**src/rtl/logic_fn_pkg.sv**
```systemverilog
`default_nettype none
// ============================================================================
// Module      : logic_fn_pkg
// Description : Shared definitions for the logic_fn_pipe evaluator:
//               - sweep_state_t : self-test FSM state encoding
//               - fn_x / fn_y   : scalar golden models of the two lab functions
//               - TXN_W         : width of the transaction counter
// Revision    : 1.0 - initial release
// ============================================================================
package logic_fn_pkg;

    localparam int TXN_W = 16;

    typedef enum logic [1:0] {
        ST_IDLE  = 2'd0,
        ST_SWEEP = 2'd1,
        ST_DRAIN = 2'd2,
        ST_DONE  = 2'd3
    } sweep_state_t;

    // x = XNOR of c with (a OR b)
    function automatic logic fn_x(input logic a, input logic b, input logic c);
        return ~(c ^ (a | b));
    endfunction

    // (a|b) & (~(a&b) ^ (a|b)) collapses to a&b for every input combination
    function automatic logic fn_y(input logic a, input logic b);
        return a & b;
    endfunction

endpackage : logic_fn_pkg
`default_nettype wire

```
**src/rtl/popcount.sv**
```systemverilog
`default_nettype none
// ============================================================================
// Module      : popcount
// Description : Combinational population count of a WIDTH-bit vector.
// Ports       : bits  (in,  WIDTH) vector to count
//               count (out, CW)    number of set bits in 'bits'
// Revision    : 1.0 - initial release
// ============================================================================
module popcount #(
    parameter int WIDTH = 8,
    parameter int CW    = $clog2(WIDTH + 1)
) (
    input  logic [WIDTH-1:0] bits,
    output logic [CW-1:0]    count
);

    always_comb begin
        count = '0;
        for (int i = 0; i < WIDTH; i++) begin
            count = count + CW'(bits[i]);
        end
    end

endmodule : popcount
`default_nettype wire

```
**src/rtl/logic_fn_pipe.sv**
```systemverilog
`default_nettype none
// ============================================================================
// Module      : logic_fn_pipe
// Description : Two-stage pipelined evaluator of the lab's two three-input
//               logic functions, applied bitwise over WIDTH-bit operands,
//               with popcounts of both results, valid/ready handshaking on
//               both sides and a wrapping 16-bit completed-transaction
//               counter.
//               Optional self-test (macro LOGIC_FN_SWEEP_EN): a sweep FSM
//               drives all eight truth-table rows through the datapath and
//               checks the results against the golden functions.
// Ports       : clk, rst_n                 clock, async active-low reset
//               in_valid/in_ready, a, b, c operand stream
//               out_valid/out_ready, x, y,
//               cnt_x, cnt_y               result stream with popcounts
//               txn_cnt                    completed output handshakes
//               sweep_start                one-cycle self-test request
//               sweep_busy/done/pass       self-test status
// Revision    : 1.0 - initial release
// ============================================================================
module logic_fn_pipe
    import logic_fn_pkg::*;
#(
    parameter  int WIDTH = 8,
    localparam int CW    = $clog2(WIDTH + 1)
) (
    input  logic              clk,
    input  logic              rst_n,
    input  logic              in_valid,
    output logic              in_ready,
    input  logic [WIDTH-1:0]  a,
    input  logic [WIDTH-1:0]  b,
    input  logic [WIDTH-1:0]  c,
    output logic              out_valid,
    input  logic              out_ready,
    output logic [WIDTH-1:0]  x,
    output logic [WIDTH-1:0]  y,
    output logic [CW-1:0]     cnt_x,
    output logic [CW-1:0]     cnt_y,
    output logic [TXN_W-1:0]  txn_cnt,
    input  logic              sweep_start,
    output logic              sweep_busy,
    output logic              sweep_done,
    output logic              sweep_pass
);

    // ------------------------------------------------------------------
    // Pipeline state
    // ------------------------------------------------------------------
    logic              r_v1;
    logic              r_v2;
    logic [WIDTH-1:0]  r_s1_x;
    logic [WIDTH-1:0]  r_s1_y;
    logic [WIDTH-1:0]  r_s2_x;
    logic [WIDTH-1:0]  r_s2_y;
    logic [CW-1:0]     r_cnt_x;
    logic [CW-1:0]     r_cnt_y;
    logic [TXN_W-1:0]  r_txn_cnt;

    // Control shared with the (optional) sweep logic
    logic              w_busy;     // sweep owns the datapath
    logic              w_inject;   // sweep drives a truth-table row this cycle
    logic              w_start;    // sweep request is being accepted
    logic [2:0]        w_sweep_k;  // truth-table row being injected

    logic              w_en;
    logic              w_load;
    logic [WIDTH-1:0]  w_src_a;
    logic [WIDTH-1:0]  w_src_b;
    logic [WIDTH-1:0]  w_src_c;
    logic [WIDTH-1:0]  w_fx;
    logic [WIDTH-1:0]  w_fy;
    logic [CW-1:0]     w_pc_x;
    logic [CW-1:0]     w_pc_y;

    // During a sweep the pipeline must flow regardless of out_ready, since
    // sweep beats are never presented downstream.
    assign w_en      = ~r_v2 | out_ready | w_busy;
    // Blocking intake on the start edge keeps a user beat from slipping into
    // stage 1 alongside the first sweep row.
    assign in_ready  = w_en & ~w_busy & ~w_start;
    assign out_valid = r_v2 & ~w_busy;

    assign w_src_a = w_inject ? {WIDTH{w_sweep_k[2]}} : a;
    assign w_src_b = w_inject ? {WIDTH{w_sweep_k[1]}} : b;
    assign w_src_c = w_inject ? {WIDTH{w_sweep_k[0]}} : c;
    assign w_load  = w_inject | (in_valid & in_ready);

    always_comb begin
        w_fx = '0;
        w_fy = '0;
        for (int i = 0; i < WIDTH; i++) begin
            w_fx[i] = fn_x(w_src_a[i], w_src_b[i], w_src_c[i]);
            w_fy[i] = fn_y(w_src_a[i], w_src_b[i]);
        end
    end

    // ------------------------------------------------------------------
    // Stage 1: function results
    // ------------------------------------------------------------------
    always_ff @(posedge clk or negedge rst_n) begin
        if (!rst_n) begin
            r_v1   <= 1'b0;
            r_s1_x <= '0;
            r_s1_y <= '0;
        end else if (w_en) begin
            r_v1   <= w_load;
            r_s1_x <= w_fx;
            r_s1_y <= w_fy;
        end
    end

    // ------------------------------------------------------------------
    // Stage 2: results plus popcounts
    // ------------------------------------------------------------------
    popcount #(.WIDTH(WIDTH), .CW(CW)) u_pc_x (
        .bits  (r_s1_x),
        .count (w_pc_x)
    );

    popcount #(.WIDTH(WIDTH), .CW(CW)) u_pc_y (
        .bits  (r_s1_y),
        .count (w_pc_y)
    );

    always_ff @(posedge clk or negedge rst_n) begin
        if (!rst_n) begin
            r_v2    <= 1'b0;
            r_s2_x  <= '0;
            r_s2_y  <= '0;
            r_cnt_x <= '0;
            r_cnt_y <= '0;
        end else if (w_en) begin
            r_v2    <= r_v1;
            r_s2_x  <= r_s1_x;
            r_s2_y  <= r_s1_y;
            r_cnt_x <= w_pc_x;
            r_cnt_y <= w_pc_y;
        end
    end

    assign x     = r_s2_x;
    assign y     = r_s2_y;
    assign cnt_x = r_cnt_x;
    assign cnt_y = r_cnt_y;

    // ------------------------------------------------------------------
    // Completed-transaction counter, free-running wrap
    // ------------------------------------------------------------------
    always_ff @(posedge clk or negedge rst_n) begin
        if (!rst_n) begin
            r_txn_cnt <= '0;
        end else if (out_valid && out_ready) begin
            r_txn_cnt <= r_txn_cnt + {{(TXN_W-1){1'b0}}, 1'b1};
        end
    end

    assign txn_cnt = r_txn_cnt;

`ifdef LOGIC_FN_SWEEP_EN
    // ------------------------------------------------------------------
    // Truth-table sweep FSM and checker
    // ------------------------------------------------------------------
    sweep_state_t  r_state;
    logic [2:0]    r_k;
    logic [2:0]    r_s1_idx;   // row index travelling alongside stage 1
    logic [2:0]    r_s2_idx;   // row index travelling alongside stage 2
    logic          r_ok;
    logic          r_done;
    logic          r_pass;
    logic          w_match;

    assign w_busy    = (r_state != ST_IDLE);
    assign w_inject  = (r_state == ST_SWEEP);
    assign w_start   = (r_state == ST_IDLE) & sweep_start & ~r_v1 & ~r_v2;
    assign w_sweep_k = r_k;

    assign w_match = (r_s2_x == {WIDTH{fn_x(r_s2_idx[2], r_s2_idx[1], r_s2_idx[0])}})
                  && (r_s2_y == {WIDTH{fn_y(r_s2_idx[2], r_s2_idx[1])}});

    always_ff @(posedge clk or negedge rst_n) begin
        if (!rst_n) begin
            r_state  <= ST_IDLE;
            r_k      <= 3'd0;
            r_s1_idx <= 3'd0;
            r_s2_idx <= 3'd0;
            r_ok     <= 1'b0;
            r_done   <= 1'b0;
            r_pass   <= 1'b0;
        end else begin
            r_done <= 1'b0;

            if (w_en) begin
                r_s1_idx <= r_k;
                r_s2_idx <= r_s1_idx;
            end

            case (r_state)
                ST_IDLE: begin
                    if (w_start) begin
                        r_state <= ST_SWEEP;
                        r_k     <= 3'd0;
                        r_ok    <= 1'b1;
                    end
                end
                ST_SWEEP: begin
                    r_k <= r_k + 3'd1;
                    if (r_k == 3'd7) begin
                        r_state <= ST_DRAIN;
                    end
                end
                ST_DRAIN: begin
                    if (!r_v1 && !r_v2) begin
                        r_state <= ST_DONE;
                        r_done  <= 1'b1;
                        r_pass  <= r_ok;
                    end
                end
                ST_DONE: begin
                    r_state <= ST_IDLE;
                end
                default: begin
                    r_state <= ST_IDLE;
                end
            endcase

            // Sweep rows reach stage 2 already while still injecting
            if ((r_state == ST_SWEEP || r_state == ST_DRAIN) && r_v2 && !w_match) begin
                r_ok <= 1'b0;
            end
        end
    end

    assign sweep_busy = w_busy;
    assign sweep_done = r_done;
    assign sweep_pass = r_pass;
`else
    logic w_sweep_start_unused;

    assign w_sweep_start_unused = sweep_start;
    assign w_busy     = 1'b0;
    assign w_inject   = 1'b0;
    assign w_start    = 1'b0;
    assign w_sweep_k  = 3'd0;
    assign sweep_busy = 1'b0;
    assign sweep_done = 1'b0;
    assign sweep_pass = 1'b0;
`endif

endmodule : logic_fn_pipe
`default_nettype wire

```
**config.mk**
```make
export PLATFORM = sky130hd
export DESIGN_NAME = logic_fn_pipe
export DESIGN_NICKNAME = d
export VERILOG_FILES = /design/src/rtl/logic_fn_pkg.sv /design/src/rtl/popcount.sv /design/src/rtl/logic_fn_pipe.sv
export SDC_FILE = /design/constraint.sdc
export NUM_CORES = 1
export LEC_CHECK = 0
export BUFFER_PORTS_ARGS = -buffer_cell sky130_fd_sc_hd__buf_2
export CAP_MARGIN = 20
export CORE_ASPECT_RATIO = 0.8
export CORE_MARGIN = 3
export CORE_UTILIZATION = 58
export CTS_BUF_LIST = sky130_fd_sc_hd__clkbuf_8
export CTS_CLUSTER_DIAMETER = 30
export DETAILED_ROUTE_END_ITERATION = 16
export PLACE_DENSITY = 0.87
export SLEW_MARGIN = 10
export SYNTH_ARGS = -nofsm -noshare
export SYNTH_HDL_FRONTEND = slang
export SYNTH_SLANG_ARGS = --single-unit
```
**constraint.sdc**
```tcl
create_clock -name clk -period 4.8 [get_ports clk]
set_input_delay 0.96 -clock clk [delete_from_list [all_inputs] [get_ports clk]]
set_output_delay 0.96 -clock clk [all_outputs]
set_load 0.02 [all_outputs]
```
==> metrics <==
vias per cell 5.092; first-pass detailed-route iteration total 4; CP endpoint kind primary output; Worst slew margin 48.00%; number of synthesized flops with an enable pin 0; RSZ-0062 raised after global routing false; Residual DRC 0; IO Pins 74; Register-to-Register Path Depth 8; Clock transition at path regs 60 ps; CP cell instances buf_2, nor2b_2, buf_4, inv_2, buf_2; main combinational cell family by area after synthesis simple AND/OR/NAND/NOR gates; largest net degree at the start of global routing 59; core area 0.004309 sq mm; Die Y around 67 um; flop and latch count out of synthesis 58; WL/cell 13.44 um; Sink Count 58; final period utilization about two thirds; Synth Area in XOR/XNOR 8.166%; top cells by count, synth dfrtp_1 (58), nand2_1 (38), nor2_1 (25), inv_1 (20), xnor2_1 (19); MaxCap Viol Count 0; post-route antenna net violation count 0; Die W between 80 and 90 um; setup_tns 0 ps; Worst Hold Class flop to flop; first-pass GRT wire length 8473 um; Layout fillers 310; power per cell area ~480 mW/mm^2; Critical Path AT 2260 ps; Syn. warnings 0; Clk Latency, worst-skew pair 330 ps; Initial Utilization between 60% and 70%; H-tree depth 3; Ant. Diodes 0; Max Fanout on Critical Path 49; Buffers on Ports approximately 70; final worst setup slack 1575 ps; Total GRT Usage 21.63%; leakage 1.669 nW; clock buffer count from CTS 9; CTS Buffer Depth 2; depth of the worst hold-timing path 2; TritonCTS clock tree done; Setup Buffers After CTS 0; Synth Area in Simple Gates 15.26%; Final Hold Viols 0; routability cong. 0.7670; fmax just over 300 MHz; Hold-fix buffers, CTS 0; mux contribution to synthesized area 0.4200%; Root Buffer Master clkbuf_8; status completed; Total Wirelength 5281 um; Synth area leaders dfrtp_1 (54%), xnor2_1 (6.2%), fa_1 (6.0%); Synth Area in Compound Gates 6.720%; Die Area 0.005480 sq mm; Final setup viols 0; Nets approximately 380; most frequent CP cell buf_2; Worst-Margin Slew between 700 and 800 ps; Avg Inst Size Synth 10.27 sq um; CP required between 3000 and 4000 ps; Startpoint Class input port; Post-synth ARST share 100.0%; vias post-DR approximately 2k; vias in the first global route 1856; Cells after Synth 261; min Tclk post-route 3225 ps; Final Slew Violations 0; most common cell in the synthesized netlist dfrtp_1; hpwl dp 3773 um; Top FF cell, synth dfrtp_1; Critical Path Max Stage Delay 610 ps; Remaining Overflow, GRT 0; Seq/Total Area, Yosys 54.13%; Netlist cell types 28; post_cts resized 0; Iteration-0 DRC Markers 137; Post-Syn Area 0.002681 sq mm; Peak VDD IR 0.0003410 V; share of the synthesized area in the top cell type 54.13%; crit path kind input port to primary output; Clock Skews 5.778 ps; Synth area leader dfrtp_1; adder-cell share of the synthesized area 9.239%; Pwr Total 0.001564 W; row count 21; initial antenna violation count 0; layout cells sized above 1 ~27%; pre-CTS worst setup slack 1585 ps; area delta synth->final 20.53%; highest-delay cell along the critical path inv_2
==> stage by stage <==
step / hold slack (ps) / utilization, % / cells / area (sq um)
floorplan: 430.0 / - / 263 / 2689
global placement: 443.7 / 70.62 / 378 / 3043
detailed placement: 447.8 / 70.62 / 378 / 3043
CTS: 460.6 / 75.00 / 393 / 3232
global route: 480.1 / 75.00 / 393 / 3232
finish: 454.7 / 75.00 / 393 / 3232
==> cell usage in the layout, fill, tap and decap left out, drive strengths merged, types with 2 or more instances in the layout <==
master | synthesis | final
buf | 12 | 71
dfrtp | 58 | 58
nand2 | 39 | 39
nor2 | 25 | 25
o21ai | 22 | 22
inv | 21 | 21
xnor2 | 19 | 19
a21oi | 14 | 14
clkbuf | 1 | 13
nand3 | 11 | 11
fa | 8 | 8
ha | 7 | 7
xor2 | 6 | 6
nand4 | 5 | 5
and3 | 3 | 3
conb | 1 | 3
nor2b | 3 | 3
clkinv | 0 | 2
and4 | 2 | 2
==> worst max-delay path, delay by kind of cell <==
kind,cells,cell delay [ps]
buf+inv,4,1240
simple gates,1,40
==> report_power, final <==
| group | total (W) | switching, W | internal [W] | leakage (nW) |
|---|---|---|---|---|
| clock | 0.000410 | 0.000171 | 0.000239 | 0.101 |
| combinational | 0.000495 | 0.000304 | 0.000191 | 0.842 |
| sequential | 0.000658 | 0.0000696 | 0.000589 | 0.726 |
| total | 0.00156 | 0.000545 | 0.00102 | 1.67 |
==> final timing paths <==
| check | from | end | slack (ps) |
|---|---|---|---|
| max reg2reg | r_s1_x[1] | cnt_x[2] | 1850 |
| min in group asynchronous | rst_n | x[0] | 750 |
| min reg2reg | r_v1 | r_v1 | 450 |
| min | r_v1 | r_v1 | 450 |
| max in group asynchronous | rst_n | x[2] | 3580 |
| max | out_ready | in_ready | 1580 |
==> cell families (layout without fill, tap and decap cells) <==
family / count (synthesis) / count (layout)
buffers and inverters: 34 / 107
multiplexers: 1 / 1
flip-flops: 58 / 58
other: 1 / 3
XOR/XNOR: 25 / 25
AND/OR/NAND/NOR: 91 / 91
AO/OA/AOI/OAI: 36 / 36
adder cells (fa/ha/maj): 15 / 15
==> flip-flops by register name (all words and copies together), names as in the netlist <==
name / cells
r_v1: 1
y: 8
cnt_y: 4
txn_cnt: 16
r_s1_y: 8
out_valid: 1
cnt_x: 4
x: 8
r_s1_x: 8
==> routing by layer <==
layer  share of wire (%)  global-route usage, %  wire length, um
met1                  44                  28.24             2309
met3                 6.2                  9.324              327
met5                   0                      0                0
met4                0.72                  4.979               38
met2                  49                  33.47             2605
==> area by class of cell <==
type / instances / area [sq um] / share of cell area, %
clock inverter: 2 / 10.01 / 0.3097
tap: 57 / 71.32 / 2.207
clock buffer: 13 / 178.9 / 5.536
inverter: 21 / 78.83 / 2.439
multi-input combinational: 171 / 1081 / 33.45
sequential: 58 / 1451 / 44.91
timing repair buffer: 71 / 360.3 / 11.15
Power figures use the tool's default switching activity.
